==> config.mk <==
export PLATFORM = sky130hd
export DESIGN_NAME = seq_store
export DESIGN_NICKNAME = d
export VERILOG_FILES = /design/src/rtl/seq_store.sv
export SDC_FILE = /design/constraint.sdc
export NUM_CORES = 1
export LEC_CHECK = 0
export CAP_MARGIN = 20
export CORE_MARGIN = 2
export CORE_UTILIZATION = 33
export DETAILED_ROUTE_END_ITERATION = 7
export HOLD_SLACK_MARGIN = 0.15
export SETUP_SLACK_MARGIN = 0.15
export SYNTH_ARGS = -nofsm -noshare
export SYNTH_HDL_FRONTEND = slang
export SYNTH_SLANG_ARGS = --single-unit
==> constraint.sdc <==
create_clock -name clk -period 2.23 [get_ports clk]
set_input_delay 0.223 -clock clk [delete_from_list [all_inputs] [get_ports clk]]
set_output_delay 0.223 -clock clk [all_outputs]
set_load 0.005 [all_outputs]
==> src/rtl/seq_store.sv <==
// seq_store -- parametrised symbol-sequence store with a playback FSM.
//
// Holds up to DEPTH symbols of SYM_W bits plus a length counter. The store is
// filled either by bulk-loading the whole vector or by appending one symbol
// per round. The playback FSM (IDLE/PLAY) then replays the stored symbols one
// at a time for the display or compare logic.
//
// Optional feature macro: SEQ_STORE_OVF_EN
//   Defined   -> adds sticky output 'ovf', set by an append while full and
//                cleared only by clr or R.
//   Undefined -> no 'ovf' port; an append while full is silently ignored.
//
// Ports:
//   clk       rising-edge clock
//   R         asynchronous active-high reset
//   E         enable; when low nothing changes (except through R)
//   clr       synchronous clear of sequence and playback
//   load      bulk-load 'data' into q (len becomes DEPTH, playback aborted)
//   data      bulk-load vector, slot i = data[i*SYM_W +: SYM_W]
//   app       append sym_in at slot len (ignored when full)
//   sym_in    symbol to append
//   rd_start  start/restart playback at slot 0
//   rd_next   advance playback
//   q         stored sequence, slot 0 in the low bits
//   q_head    slot DEPTH-1 (top SYM_W bits of q)
//   len       number of valid symbols
//   full      len == DEPTH
//   rd_valid  playback active
//   rd_sym    symbol at the playback pointer (0 when idle)
//   rd_last   playback is at the final valid symbol
//   ovf       (SEQ_STORE_OVF_EN only) sticky append-while-full flag

module seq_store #(
  parameter int SYM_W = 4,
  parameter int DEPTH = 16,
  parameter int LEN_W = 5
) (
  input  logic                   clk,
  input  logic                   R,
  input  logic                   E,
  input  logic                   clr,
  input  logic                   load,
  input  logic [SYM_W*DEPTH-1:0] data,
  input  logic                   app,
  input  logic [SYM_W-1:0]       sym_in,
  input  logic                   rd_start,
  input  logic                   rd_next,
  output logic [SYM_W*DEPTH-1:0] q,
  output logic [SYM_W-1:0]       q_head,
  output logic [LEN_W-1:0]       len,
  output logic                   full,
  output logic                   rd_valid,
  output logic [SYM_W-1:0]       rd_sym,
  output logic                   rd_last
`ifdef SEQ_STORE_OVF_EN
  ,
  output logic                   ovf
`endif
);

  localparam int QW = SYM_W * DEPTH;
  localparam logic [LEN_W-1:0] LEN_FULL = LEN_W'(DEPTH);

  typedef enum logic {
    IDLE = 1'b0,
    PLAY = 1'b1
  } state_t;

  state_t           state, state_next;
  logic [LEN_W-1:0] rd_ptr, ptr_next;
  logic [QW-1:0]    q_next;
  logic [LEN_W-1:0] len_next;
  logic             ptr_at_last;

  assign full        = (len == LEN_FULL);
  assign q_head      = q[QW-1 -: SYM_W];
  // In PLAY len is never 0 (clr/load/reset always force IDLE), so len-1 is safe.
  assign ptr_at_last = (rd_ptr == (len - LEN_W'(1)));
  assign rd_valid    = (state == PLAY);
  assign rd_last     = (state == PLAY) && ptr_at_last;

  // Write side: clr beats load beats append. The append slot is picked by
  // comparing each slot index against len rather than a variable part-select.
  always_comb begin
    q_next   = q;
    len_next = len;
    if (clr) begin
      q_next   = '0;
      len_next = '0;
    end else if (load) begin
      q_next   = data;
      len_next = LEN_FULL;
    end else if (app && !full) begin
      for (int i = 0; i < DEPTH; i++) begin
        if (LEN_W'(i) == len) begin
          q_next[i*SYM_W +: SYM_W] = sym_in;
        end
      end
      len_next = len + LEN_W'(1);
    end
  end

  // Playback next-state logic. clr and load both abort playback; otherwise
  // rd_start has priority over rd_next. Reading the pre-append len here means
  // an append during PLAY extends playback from the following cycle.
  always_comb begin
    state_next = state;
    ptr_next   = rd_ptr;
    if (clr || load) begin
      state_next = IDLE;
      ptr_next   = '0;
    end else begin
      case (state)
        IDLE: begin
          if (rd_start && (len != '0)) begin
            state_next = PLAY;
            ptr_next   = '0;
          end
        end
        PLAY: begin
          if (rd_start) begin
            ptr_next = '0;
          end else if (rd_next) begin
            if (ptr_at_last) begin
              state_next = IDLE;
              ptr_next   = '0;
            end else begin
              ptr_next = rd_ptr + LEN_W'(1);
            end
          end
        end
        default: begin
          state_next = IDLE;
          ptr_next   = '0;
        end
      endcase
    end
  end

  // Registers; E low freezes the whole block.
  always_ff @(posedge clk or posedge R) begin
    if (R) begin
      q      <= '0;
      len    <= '0;
      state  <= IDLE;
      rd_ptr <= '0;
    end else if (E) begin
      q      <= q_next;
      len    <= len_next;
      state  <= state_next;
      rd_ptr <= ptr_next;
    end
  end

  // Playback symbol mux; reads 0 whenever playback is inactive.
  always_comb begin
    rd_sym = '0;
    if (state == PLAY) begin
      for (int i = 0; i < DEPTH; i++) begin
        if (LEN_W'(i) == rd_ptr) begin
          rd_sym = q[i*SYM_W +: SYM_W];
        end
      end
    end
  end

`ifdef SEQ_STORE_OVF_EN
  // Sticky overflow flag: only clr or R clear it, load leaves it alone.
  always_ff @(posedge clk or posedge R) begin
    if (R) begin
      ovf <= 1'b0;
    end else if (E) begin
      if (clr) begin
        ovf <= 1'b0;
      end else if (!load && app && full) begin
        ovf <= 1'b1;
      end
    end
  end
`endif

endmodule

Yosys cells after proc, flatten, opt, wreduce, memory -nomap -nowiden
Index checks and enable logic that the tools add are counted.

Multiplexer cells: 51. Divide/modulo/power cells: 0. Multipliers: 0. Eq/ne operators: 34. Bitwise gates (word level): 1. Shifts and indexed selects: 0. Add/sub/neg operators: 3. $lt $le $gt $ge: 0. Reductions and logical operators: 43.

Operators by type and width (number): 64-bit 2-to-1 mux (3); 4-bit 2-to-1 mux (33); 4-bit by 5-bit equality test with 1-bit output, first input constant (16); 3-bit AND reduction (17); 3-bit nonzero test (17); 3-bit by 5-bit equality test with 1-bit output, first input constant (8); 5-bit 2-to-1 mux (8); 2-bit by 5-bit equality test with 1-bit output, first input constant (4); 5-bit by 1-bit adder with 5-bit output, second input constant (2); 1-bit by 5-bit equality test with 1-bit output, first input constant (2); 5-bit zero test (2); 5-bit one-hot mux with 2 select lines (1); 5-bit equality test (1); 5-bit equality test, second input constant (1); 1-bit 2-to-1 mux (5); 5-bit nonzero test (1); 5-bit by 1-bit subtractor with 5-bit output, second input constant (1); 4-bit by 3-bit != test with 1-bit output, second input constant (1); 1-bit logical AND (3); 3-bit != test, second input constant (1); 1-bit one-hot mux with 2 select lines (1); 2-bit AND reduction (1); 1-bit zero test (1); 1-bit logical OR (1); 1-bit NOT (1).

Memory bits (writable): 0. Register bits: 75. Memories: 0. Latch bits: 0. Output and inout bits: 80. Logic and storage cells: 151. Bits in read-only memories: 0.

Logic depth before layout (Yosys ltp)
Word-level depth: 18. Depth in mapped cells: 9. Depth with buffers taken out: 8.

Worst setup path before layout
No wires, ideal clock.

Path kind: register to output. Start point: reg rd_ptr[0]. End point: out rd_sym[1]. Path buffers: 1. Stages on the path, launching flop included: 10. Path slack: -67 ps. Arrival time: 2074 ps. Required time: 2007 ps. Cell sequence: dfrtp_1 > ha_1 > clkbuf_1 > and3_1 > ha_1 > inv_1 > o21ai_0 > a21o_1 > a211o_1 > o21ai_0.

Cells in the longest elaborated chain, start to end: 18.

Ends and longest elaborated chain: start: declaration (RTL line 70) `logic [LEN_W-1:0] rd_ptr, ptr_next;`; start signal: assignment (RTL line 151) `rd_ptr <= ptr_next;`; 5-bit zero test (RTL line 160) `if (LEN_W'(i) == rd_ptr) begin`; 4-bit 2-to-1 mux (15 in a row) (RTL line 160); 4-bit 2-to-1 mux (*) (RTL line 160); 4-bit 2-to-1 mux (*) (RTL line 158) `if (state == PLAY) begin`; end: declaration (RTL line 53) `output logic [SYM_W-1:0] rd_sym,`.

Every way passes the cells marked *; elsewhere a longest branch is shown, timed or not.

Worst setup path in the final report
Start point: reg rd_ptr[0]. End point: out rd_sym[0].

The elaborated chain is that of the path after synthesis.

==> results.cfg <==
[status]
run_status = finished, violations left
violations = setup timing

[place]
portBuffers = 155
place_area_sq_mm = 0.00706
dp_hpwl_mm = 15.8
gp_congestion = 0.921

[setup_path]
cp-start-kind = flop
end_kind = output port
rrSetupSlack_ns = 0.16
critPathKind = reg -> out
cp_max_fo = 10
crit_arrival_ns = 2.24
worstPathRequired_ns = 2.01

[detailed_routing]
vias = 5471
drtAntennaViolNets = 0
vias_per_cell = 5.66
wire_per_inst_microns = 21.4
first_pass_iters = 6
drc = 0
wl_mm = 20.7
drtIter0Drc = 552

[sta]
rsz0062_at_grt = yes
hold_viol_final = 0
drv_slew = 0
worst_pin_slew_ns = 0.604
timing.hold.ws_ns = 0.326
period_share = 1.11
finalClockSkew_ns = 0.00513
fin_ws_ns = -0.236
finalCriticalPeriod_ns = 2.47
fmax_mhz = 405
setup_violations = 4
slew_headroom = 0.596

[logic_synthesis]
synth-edff-count = 0
async_flop_share = 1.00
ys.flop_type = dfrtp_1
synth_seq_area_share = 0.386
ys_ff_latch = 75
synth_top_area_share = 0.386
synth_area_sq_mm = 0.00486
synthCells = 570
synth_top_family_by_area = compound AO/OA/AOI/OAI gates
synth_area_per_cell_sq_um = 8.53
synth_nets = 657
synth_mux_area_frac = 0.0371
synth_common_cells = 83 x a21oi_1, 77 x nand2_1, 75 x dfrtp_1
yosysWarnings = 0
synthSimpleGateAreaFrac = 0.162
synthAdderAreaFrac = 0.0283
yosys.area_share.xor_xnor = 0.0142
synthDistinctLibCells = 63
synth-compound-area-share = 0.313
synth_area_leaders = dfrtp_1 39%, a21oi_1 8.5%, o31ai_1 7.3%
synth_most_common_cell = a21oi_1
synth_top_area_cell = dfrtp_1

[pwr]
internal-power_mw = 3.12
peakVddDrop_uv = 383
power.density_mw_per_mm2 = 564
p_switching_mw = 1.28
p_clk_frac = 0.352
p_sw_frac = 0.291
pwr-share-seq = 0.386
pwr-share-comb = 0.262
p_leak_nw = 3.20

[clock_tree]
cts_buffers = 9
cts_tree = built
path_clk_slew_ns = 0.06
cts_buffer_depth = 2
clockRootBuffer = clkbuf_16
clock-sinks = 75
clk_latency_ns = 0.34
htreeDepth = 3

[floorplanning]
num_rows = 44
die_h_microns = 125
dieArea_sq_mm = 0.0157
die_x_microns = 125
start_util = 0.336
core_sq_mm = 0.0145
ios = 156

[global_route]
grt_pass1_vias = 5371
grt_max_degree = 76
globalRouteOverflowTotal = 0
track_usage = 0.262
antenna_found_initial = 0
grt_pass1_wl_mm = 31.7

[layout]
syn_to_final_growth_pct = 60.6
layout-drive-gt1-share = 0.253
fill_cells = 1336
diodes = 0
fin_nets = 866
final_design_area_no_fill_sq_mm = 0.00780

[run]
cap_violations = 0

[hold_path]
hold_class = in -> async
-- metrics by stage --
step,power (mW),setup WS (ns),TNS (ns),utilization,instances
after global routing,4.58,-0.325,-1.18,0.539,967
after CTS,4.41,-0.282,-1.04,0.527,965
after global placement,2.82,-0.560,-1.49,0.487,942
after floorplan,2.09,0.129,0,-,570
after detailed placement,2.82,-0.534,-1.57,0.487,942
final,4.40,-0.236,-0.864,0.539,967
-- area by class of cell --
class	count	area, sq um	share of cell area
Clock inverter	5	78.8	0.0101
Clock buffer	10	229	0.0293
Sequential cell	75	1880	0.242
Inverter	14	58.8	0.00754
Timing Repair Buffer	249	2310	0.296
Multi-Input combinational cell	430	3010	0.386
Tap cell	184	230	0.0295
-- cell families after synthesis --
logic type,Yosys count
fa+ha+maj,11
simple gates,162
mux,16
flops,75
xor+xnor,7
buf+inv,65
compound gates,234
-- power by group through the flow --
stage	Sequential [mW]	Combinational (mW)	Clock [mW]
CTS	1.69	1.14	1.58
finish	1.70	1.15	1.55
floorplan	1.64	0.453	0
global placement	1.72	1.10	0
global route	1.71	1.24	1.62
detailed placement	1.71	1.11	0
-- critical path, stage by stage (launching register included) --
cell	delay, ns
dfrtp_2	0.44
inv_2	0.08
ha_4	0.15
buf_4	0.20
nand2b_4	0.08
buf_4	0.14
o22ai_1	0.19
a22oi_2	0.10
o21ai_1	0.16
o21ai_1	0.11
buf_4	0.15
buf_6	0.10
-- metal layers --
layer  vias to the layer above  wire, microns  GRT usage
li1                       2520              -          -
met1                      2701           9540      0.364
met2                       217           9580      0.419
met3                        33           1050     0.0445
met4                         0            496     0.0784
met5                         -              0          0
-- flip-flops by register name, summed over array words and instances, names as in the netlist --
signal    cells
len           5
q            64
rd_ptr        5
rd_valid      1
-- layout by cell type (no fill, tap or decap), drive strengths merged, types with 3 or more instances in the layout --
master	Yosys	routed
a211oi	4	4
and3	4	4
nor2b	8	8
o22ai	6	6
or3b	3	3
nand3	12	12
o41ai	4	4
mux2	16	16
a31oi	11	11
a21o	6	6
a221oi	3	3
ha	11	11
nor2	24	24
buf	20	101
o221ai	4	4
nand2	77	77
clkbuf	31	10
and2	3	3
clkdlybuf4s50	0	148
xnor2	4	4
nand2b	8	8
a21oi	84	84
xor2	3	3
nor3	7	7
o32ai	3	3
a22oi	4	4
clkinv	0	3
inv	14	13
a211o	3	3
dfrtp	75	75
o21ai	38	38
nand4b	3	3
o31ai	47	47
or2	3	3
-- final timing paths --
check | end | depth (start not counted) | from
worst min-delay path | q[14]$_DFFE_PP0P_ | 3 | R
worst max-delay path | rd_sym[0] | 11 | rd_ptr[0]$_DFFE_PP0P_
worst min register to register | q[50]$_DFFE_PP0P_ | 2 | q[50]$_DFFE_PP0P_
worst max register to register | q[0]$_DFFE_PP0P_ | 7 | len[3]$_DFFE_PP0P_
min in group clk | q[63]$_DFFE_PP0P_ | 3 | load
max in group asynchronous | rd_ptr[4]$_DFFE_PP0P_ | 3 | R
-- repair_timing --
item,4_1_cts,5_1_grt
cloned,0,0
gates resized for setup,72,35
hold buffers,0,0
pin swaps,25,9
setup buffers,8,2
setup endpoints to repair,7,23
No activity file was read; power rests on OpenSTA's default activity.
